## src/rtl/audio_mixer_if.sv

```systemverilog
`timescale 1ns/1ps
// Bundle between the sound sources / register block and audio_mixer.
// The mixer takes the slave side; the source side drives samples and strobes.
interface audio_mixer_if #(
  parameter int NUM_CH = 4,
  parameter int IN_W   = 16,
  parameter int OUT_W  = 24,
  parameter int VOL_W  = 4
);
  logic                     next_sample;
  logic [NUM_CH*IN_W-1:0]   ch_left;
  logic [NUM_CH*IN_W-1:0]   ch_right;
  logic [NUM_CH*VOL_W-1:0]  ch_vol;
  logic [NUM_CH-1:0]        ch_mute;
  logic [VOL_W-1:0]         master_vol;
  logic                     clip_clear;
  logic [OUT_W-1:0]         out_left;
  logic [OUT_W-1:0]         out_right;
  logic                     out_valid;
  logic                     busy;
  logic                     clip_left;
  logic                     clip_right;
  logic                     overrun;

  modport master (
    output next_sample, ch_left, ch_right, ch_vol, ch_mute, master_vol, clip_clear,
    input  out_left, out_right, out_valid, busy, clip_left, clip_right, overrun
  );

  modport slave (
    input  next_sample, ch_left, ch_right, ch_vol, ch_mute, master_vol, clip_clear,
    output out_left, out_right, out_valid, busy, clip_left, clip_right, overrun
  );
endinterface

```

## src/rtl/audio_mixer.sv

```systemverilog
`timescale 1ns/1ps
// Time-multiplexed stereo mixer: snapshot NUM_CH channels, accumulate one channel
// per clock, apply master volume, saturate and emit a left-aligned sample pair.
module audio_mixer #(
  parameter int NUM_CH = 4,
  parameter int IN_W   = 16,
  parameter int OUT_W  = 24,
  parameter int VOL_W  = 4
) (
  input  logic            clk,
  input  logic            rst_n,
  audio_mixer_if.slave    bus
);

  localparam int IDX_W  = (NUM_CH > 1) ? $clog2(NUM_CH) : 1;
  localparam int PROD_W = IN_W + VOL_W + 1;
  localparam int ACC_W  = IN_W + VOL_W + $clog2(NUM_CH) + 1;
  localparam int MIX_W  = ACC_W + VOL_W + 1;
  localparam int SHIFT  = 2 * (VOL_W - 1);
  localparam int PAD    = OUT_W - IN_W - 1;

  localparam logic signed [MIX_W-1:0] SAT_MAX = MIX_W'((1 <<< IN_W) - 1);
  localparam logic signed [MIX_W-1:0] SAT_MIN = ~SAT_MAX;

  typedef enum logic [1:0] {IDLE, ACCUM, MASTER, OUTPUT} state_t;

  state_t                  state;
  logic [IDX_W-1:0]        idx;
  logic signed [IN_W-1:0]  snap_l [NUM_CH];
  logic signed [IN_W-1:0]  snap_r [NUM_CH];
  logic [VOL_W-1:0]        snap_vol [NUM_CH];
  logic [NUM_CH-1:0]       snap_mute;
  logic [VOL_W-1:0]        snap_master;
  logic signed [ACC_W-1:0] acc_l, acc_r;
  logic signed [MIX_W-1:0] mix_l, mix_r;

  logic signed [PROD_W-1:0] prod_l, prod_r;
  logic signed [MIX_W-1:0]  mix_next_l, mix_next_r;
  logic signed [IN_W:0]     sat_l, sat_r;
  logic                     clip_now_l, clip_now_r;

  function automatic logic [IN_W+1:0] saturate(input logic signed [MIX_W-1:0] m);
    if (m > SAT_MAX)      return {1'b1, SAT_MAX[IN_W:0]};
    else if (m < SAT_MIN) return {1'b1, SAT_MIN[IN_W:0]};
    return {1'b0, m[IN_W:0]};
  endfunction

  // NOTE: every always_comb output gets a default first so no path leaves it unassigned (no latch).
  always_comb begin
    prod_l = '0;
    prod_r = '0;
    if (!snap_mute[idx]) begin
      // Volume codes are unsigned: zero-extend before the signed multiply.
      prod_l = PROD_W'(snap_l[idx]) * PROD_W'($signed({1'b0, snap_vol[idx]}));
      prod_r = PROD_W'(snap_r[idx]) * PROD_W'($signed({1'b0, snap_vol[idx]}));
    end
  end

  always_comb begin
    mix_next_l = (MIX_W'(acc_l) * MIX_W'($signed({1'b0, snap_master}))) >>> SHIFT;
    mix_next_r = (MIX_W'(acc_r) * MIX_W'($signed({1'b0, snap_master}))) >>> SHIFT;
    {clip_now_l, sat_l} = saturate(mix_l);
    {clip_now_r, sat_r} = saturate(mix_r);
  end

  assign bus.busy = (state != IDLE);

  // NOTE: sequential state uses non-blocking assignments only; later assignments in the block win.
  always_ff @(posedge clk or negedge rst_n) begin
    if (!rst_n) begin
      state          <= IDLE;
      idx            <= '0;
      acc_l          <= '0;
      acc_r          <= '0;
      mix_l          <= '0;
      mix_r          <= '0;
      snap_mute      <= '0;
      snap_master    <= '0;
      // NOTE: the snapshot registers are reset too, so a mix after reset never sees stale data.
      for (int i = 0; i < NUM_CH; i++) begin
        snap_l[i]   <= '0;
        snap_r[i]   <= '0;
        snap_vol[i] <= '0;
      end
      bus.out_left   <= '0;
      bus.out_right  <= '0;
      bus.out_valid  <= 1'b0;
      bus.clip_left  <= 1'b0;
      bus.clip_right <= 1'b0;
      bus.overrun    <= 1'b0;
    end else begin
      bus.out_valid <= 1'b0;
      if (bus.clip_clear) begin
        bus.clip_left  <= 1'b0;
        bus.clip_right <= 1'b0;
        bus.overrun    <= 1'b0;
      end
      if (bus.next_sample && state != IDLE) bus.overrun <= 1'b1;

      case (state)
        IDLE: begin
          if (bus.next_sample) begin
            for (int i = 0; i < NUM_CH; i++) begin
              snap_l[i]   <= bus.ch_left[i*IN_W +: IN_W];
              snap_r[i]   <= bus.ch_right[i*IN_W +: IN_W];
              snap_vol[i] <= bus.ch_vol[i*VOL_W +: VOL_W];
            end
            snap_mute   <= bus.ch_mute;
            snap_master <= bus.master_vol;
            acc_l       <= '0;
            acc_r       <= '0;
            idx         <= '0;
            state       <= ACCUM;
          end
        end
        ACCUM: begin
          acc_l <= acc_l + ACC_W'(prod_l);
          acc_r <= acc_r + ACC_W'(prod_r);
          if (idx == IDX_W'(NUM_CH - 1)) state <= MASTER;
          else                           idx   <= idx + 1'b1;
        end
        MASTER: begin
          mix_l <= mix_next_l;
          mix_r <= mix_next_r;
          state <= OUTPUT;
        end
        OUTPUT: begin
          bus.out_left  <= OUT_W'(sat_l) << PAD;
          bus.out_right <= OUT_W'(sat_r) << PAD;
          bus.out_valid <= 1'b1;
          if (clip_now_l) bus.clip_left  <= 1'b1;
          if (clip_now_r) bus.clip_right <= 1'b1;
          state <= IDLE;
        end
        default: state <= IDLE;
      endcase
    end
  end

endmodule

```

## src/flat_wrapper.sv

```systemverilog
// flat-port wrapper written by rule: the top's interface ports become plain ports
module audio_mixer_flat 
#(
  parameter int NUM_CH = 4,
  parameter int IN_W   = 16,
  parameter int OUT_W  = 24,
  parameter int VOL_W  = 4
)
  (clk, rst_n, bus_next_sample, bus_ch_left, bus_ch_right, bus_ch_vol, bus_ch_mute, bus_master_vol, bus_clip_clear, bus_out_left, bus_out_right, bus_out_valid, bus_busy, bus_clip_left, bus_clip_right, bus_overrun);
  audio_mixer_if #(.NUM_CH(NUM_CH), .IN_W(IN_W), .OUT_W(OUT_W), .VOL_W(VOL_W)) bus_i ();
  input  logic clk;
  input  logic rst_n;
  input wire logic [$bits(bus_i.next_sample)-1:0] bus_next_sample;
  input wire logic [$bits(bus_i.ch_left)-1:0] bus_ch_left;
  input wire logic [$bits(bus_i.ch_right)-1:0] bus_ch_right;
  input wire logic [$bits(bus_i.ch_vol)-1:0] bus_ch_vol;
  input wire logic [$bits(bus_i.ch_mute)-1:0] bus_ch_mute;
  input wire logic [$bits(bus_i.master_vol)-1:0] bus_master_vol;
  input wire logic [$bits(bus_i.clip_clear)-1:0] bus_clip_clear;
  output wire logic [$bits(bus_i.out_left)-1:0] bus_out_left;
  output wire logic [$bits(bus_i.out_right)-1:0] bus_out_right;
  output wire logic [$bits(bus_i.out_valid)-1:0] bus_out_valid;
  output wire logic [$bits(bus_i.busy)-1:0] bus_busy;
  output wire logic [$bits(bus_i.clip_left)-1:0] bus_clip_left;
  output wire logic [$bits(bus_i.clip_right)-1:0] bus_clip_right;
  output wire logic [$bits(bus_i.overrun)-1:0] bus_overrun;
  assign bus_i.next_sample = bus_next_sample;
  assign bus_i.ch_left = bus_ch_left;
  assign bus_i.ch_right = bus_ch_right;
  assign bus_i.ch_vol = bus_ch_vol;
  assign bus_i.ch_mute = bus_ch_mute;
  assign bus_i.master_vol = bus_master_vol;
  assign bus_i.clip_clear = bus_clip_clear;
  assign bus_out_left = bus_i.out_left;
  assign bus_out_right = bus_i.out_right;
  assign bus_out_valid = bus_i.out_valid;
  assign bus_busy = bus_i.busy;
  assign bus_clip_left = bus_i.clip_left;
  assign bus_clip_right = bus_i.clip_right;
  assign bus_overrun = bus_i.overrun;
  audio_mixer #(.NUM_CH(NUM_CH), .IN_W(IN_W), .OUT_W(OUT_W), .VOL_W(VOL_W)) u_core (.clk(clk), .rst_n(rst_n), .bus(bus_i));
endmodule
```

## config.mk

```make
export PLATFORM = sky130hd
export DESIGN_NAME = audio_mixer_flat
export DESIGN_NICKNAME = d
export VERILOG_FILES = /design/src/rtl/audio_mixer_if.sv /design/src/rtl/audio_mixer.sv /design/src/flat_wrapper.sv
export SDC_FILE = /design/constraint.sdc
export NUM_CORES = 1
export LEC_CHECK = 0
export BUFFER_PORTS_ARGS = -buffer_cell sky130_fd_sc_hd__clkbuf_2
export CELL_PAD_IN_SITES_DETAIL_PLACEMENT = 0
export CELL_PAD_IN_SITES_GLOBAL_PLACEMENT = 2
export CORE_MARGIN = 2
export CORE_UTILIZATION = 43
export DETAILED_ROUTE_END_ITERATION = 10
export HOLD_SLACK_MARGIN = 0.12
export PLACE_DENSITY_LB_ADDON = 0.1
export SYNTH_ARGS = -nofsm -noshare
export SYNTH_HDL_FRONTEND = slang
export SYNTH_SLANG_ARGS = --single-unit
```

## constraint.sdc

```tcl
create_clock -name clk -period 11.22 [get_ports clk]
set_input_delay 1.122 -clock clk [delete_from_list [all_inputs] [get_ports clk]]
set_output_delay 1.122 -clock clk [all_outputs]
set_load 0.05 [all_outputs]
```

==> results.cfg <==
[status]
status = finished, final reports clean

[yosys]
leading_cell_types_by_total_area_after_synthesis = dfrtp_1 (29%), fa_1 (13%), ha_1 (12%)
synth-compound-area-share_pct = 10.1
synth_enable_flop_cells = 0
synthAdderAreaFrac_pct = 24.8
synth.largest_area_cell = dfrtp_1
post_synth_and_or_nand_nor_area_fraction_pct = 12.7
synth.lib_cells_used.distinct = 64
postSynth.asyncResetShare_pct = 100
synth_seq_cells = 284
synth.yosys.warnings = 0
share_of_the_synthesized_area_in_the_top_cell_type_pct = 28.8
synth.area.mux_share_pct = 11.9
synth-seq-area-share_pct = 28.8
ys.flop_type = dfrtp_1
postSynthAreaPerCell_um2 = 9.82
syn_inst = 2511
synth_xor_xnor_area_share_pct = 4.12
main_combinational_cell_family_by_area_after_synthesis = adder cells
synth_area_um2 = 24700

[final_layout]
num_antenna_cells = 0
layout.cells.most_common = inv_1
layout.cells.most_common_list = inv_1 (373), dfrtp_1 (282), ha_1 (231)
layout-drive-gt1-share_pct = 18.9
final_net_count = 3215
post-route-cell-area_um2 = 27500
fillerInstances = 5408
area_growth_pct = 11.4

[timing]
setup-tns-final_ns = 0
setup_violation_total_in_the_final_timing_report = 0
grt_setup_unrepaired = false
max_clock_freq_mhz = 136
worst_slew_pin_slew_ns = 1.18
final.min_clock_period_ns = 7.35
skew_ns = 0.0151
finalHoldViolCount = 0
maxSlewViolCount = 0
worst_slew_margin_rel_pct = 21.4
final.period_utilization_pct = 65.5

[worst_setup_path]
critPathArrivalTime_ns = 7.82
worst-endpoint-required_ns = 11.69
cp_max_fo = 32
reg2regPathDepth = 27
rrSetupSlack_ns = 3.87
worst_r2r_startpoint = u_core.idx[0]
regToRegEndpoint = u_core.acc_l[22]
crit_path_end_kind = register
crit_path_start_kind = register
criticalPathCategory = register to register

[global_routing]
vias_in_the_first_global_route = 17837
grt-ovfl-total = 0
grt_max_degree = 89
grt_antenna_before_repair = 0
grt_usage_pct = 18.2
grt_first_pass_wirelength_mm = 89.7

[hold_path]
worstHoldPathCells = 1
hold_path_end = u_core.mix_l[2]
worstHoldPathType = register to register
hold_path.startpoint = u_core.mix_l[2]

[cts]
holdBufCountCts = 0
cts_max_level = 2
cts-resized-gates = 0
cts_setup_buffers = 0
tritoncts_num_sinks = 284
worstSkewPairLatency_ns = 0.54
ctsLongestPathBuffers = 3
clockRootBuffer = clkbuf_16
cts_made_buffers = 35
cts_tree = done
cts_clk_pin_slew_worst_paths_ns = 0.06

[drt]
wl_met1_mm = 27.0
routed.top_layer = met4
drc = 0
initial_drc_count = 600
drtAntennaViolNets = 0
routed_wire_length_per_instance_um = 15.0
detail_route.vias_per_cell = 4.90
vias = 16870
drtPass1Iterations = 4
drt-total-wl_mm = 51.8
met2_length_mm = 21.8
detailed_route_wirelength_on_metal3_mm = 2.16

[placed_design]
gp_congestion = 0.799
dpl-instance-area_um2 = 26300
io_buffers = 194
dp_hpwl_mm = 40.7

[die]
die_area_um2 = 59300
start_util_pct = 43.6
io_pins = 209
chipHeight_um = 243
placement_rows = 87
die_w_um = 243
placeableCoreArea_um2 = 56500

[job]
timing.max_cap.violations = 0
[synth_stat cells, types with 3 or more instances]
| cell | n |
|---|---|
| or2_2 | 3 |
| nand3_1 | 16 |
| o211ai_1 | 4 |
| a22o_1 | 8 |
| o21ai_1 | 10 |
| nor2_1 | 115 |
| clkbuf_1 | 80 |
| o21a_1 | 9 |
| and2_1 | 227 |
| o21bai_1 | 18 |
| a221oi_1 | 3 |
| a211o_1 | 3 |
| nand4_1 | 8 |
| dfrtp_1 | 284 |
| nand2b_1 | 15 |
| mux4_2 | 37 |
| fa_1 | 160 |
| xnor2_1 | 64 |
| nor3_1 | 24 |
| buf_2 | 6 |
| a211oi_1 | 12 |
| a21oi_1 | 154 |
| o31ai_1 | 6 |
| inv_1 | 373 |
| buf_1 | 3 |
| a21o_1 | 56 |
| a31o_2 | 4 |
| o21ai_0 | 75 |
| and4_1 | 4 |
| buf_4 | 14 |
| a31oi_1 | 10 |
| xor2_1 | 52 |
| nor2b_1 | 15 |
| and3_1 | 14 |
| mux2_2 | 185 |
| o22ai_1 | 5 |
| nand2_1 | 163 |
| ha_1 | 233 |
| or3_1 | 6 |
[layout make-up]
| cell class | count | area [um2] | share of cell area, % |
|---|---|---|---|
| Clock buffer | 46 | 1000 | 3.64 |
| Clock inverter | 14 | 143 | 0.520 |
| Inverter | 373 | 1400 | 5.10 |
| Multi-Input combinational cell | 1763 | 15800 | 57.4 |
| Sequential cell | 284 | 7110 | 25.9 |
| Tap cell | 756 | 946 | 3.45 |
| Timing Repair Buffer | 209 | 1090 | 3.98 |
[metrics by stage]
| step | worst slack, ns | utilization [%] | hold WS, ns | cells |
|---|---|---|---|---|
| 2_1_floorplan | 4.50 | - | 0.452 | 2524 |
| 3_3_place_gp | 3.90 | 46.6 | 0.470 | 3385 |
| 3_5_place_dp | 3.81 | 46.6 | 0.477 | 3385 |
| 4_1_cts | 3.79 | 48.6 | 0.485 | 3445 |
| 5_1_grt | 3.21 | 48.6 | 0.507 | 3445 |
| 6_report | 3.87 | 48.6 | 0.485 | 3445 |
[how the worst max path moves through the flow]
stage                        startpoint          endpoint  slack [ns]
after CTS                 u_core.idx[0]  u_core.acc_l[22]        3.79
after detailed placement  u_core.idx[0]  u_core.acc_l[22]        3.81
after floorplan           u_core.idx[0]  u_core.acc_l[22]        4.50
final                     u_core.idx[0]  u_core.acc_l[22]        3.87
after global routing      u_core.idx[0]  u_core.acc_l[22]        3.21
after global placement    u_core.idx[0]  u_core.acc_l[22]        3.90
[state kept, by name, summed over array words and instances, names as in the netlist]
| signal | flops |
|---|---|
| u_core.snap_l | 64 |
| u_core.snap_r | 64 |
| u_core.acc_l | 23 |
| u_core.acc_r | 23 |
| u_core.mix_l | 22 |
| u_core.mix_r | 22 |
| u_core.bus.out_left | 17 |
| u_core.bus.out_right | 17 |
| u_core.snap_vol | 16 |
| u_core.snap_master | 4 |
| u_core.snap_mute | 4 |
| u_core.idx | 2 |
| u_core.state | 2 |
| u_core.bus.clip_left | 1 |
| u_core.bus.clip_right | 1 |
| u_core.bus.out_valid | 1 |
| u_core.bus.overrun | 1 |
[worst max-delay path: stages, from the launching register on]
cell	delay (ns)
dfrtp_2	0.58
buf_4	0.57
mux4_2	0.62
and2_1	0.18
ha_1	0.28
inv_1	0.05
fa_1	0.50
fa_1	0.54
inv_1	0.04
ha_1	0.34
a211oi_1	0.27
nor2_1	0.11
o31ai_1	0.43
a31oi_1	0.18
o21ai_0	0.18
nand2b_1	0.07
a21oi_1	0.17
xor2_1	0.16
nor2_1	0.06
ha_1	0.39
nand2_1	0.07
o21ai_0	0.27
o311ai_0	0.18
o21bai_1	0.21
a31o_2	0.26
xor2_1	0.15
or3_1	0.30
o21ai_1	0.08
[layer usage]
layer | GRT usage [%] | vias up
li1 | - | 8597
met1 | 26.7 | 8015
met2 | 27.9 | 207
met3 | 3.37 | 51
met4 | 3.84 | 0
met5 | 0 | -
[cell families (layout without fill, tap and decap cells)]
kind of cell	after synthesis	after routing
AND/OR/NAND/NOR	617	617
buffers and inverters	477	642
AO/OA/AOI/OAI	399	399
adder cells (fa/ha/maj)	393	393
flip-flops	284	284
multiplexers	224	224
XOR/XNOR	116	116
other	1	14
Power is left out: the tool's default activity adds up to more than one toggle a clock period on the data nets, which glitch-free logic cannot reach.
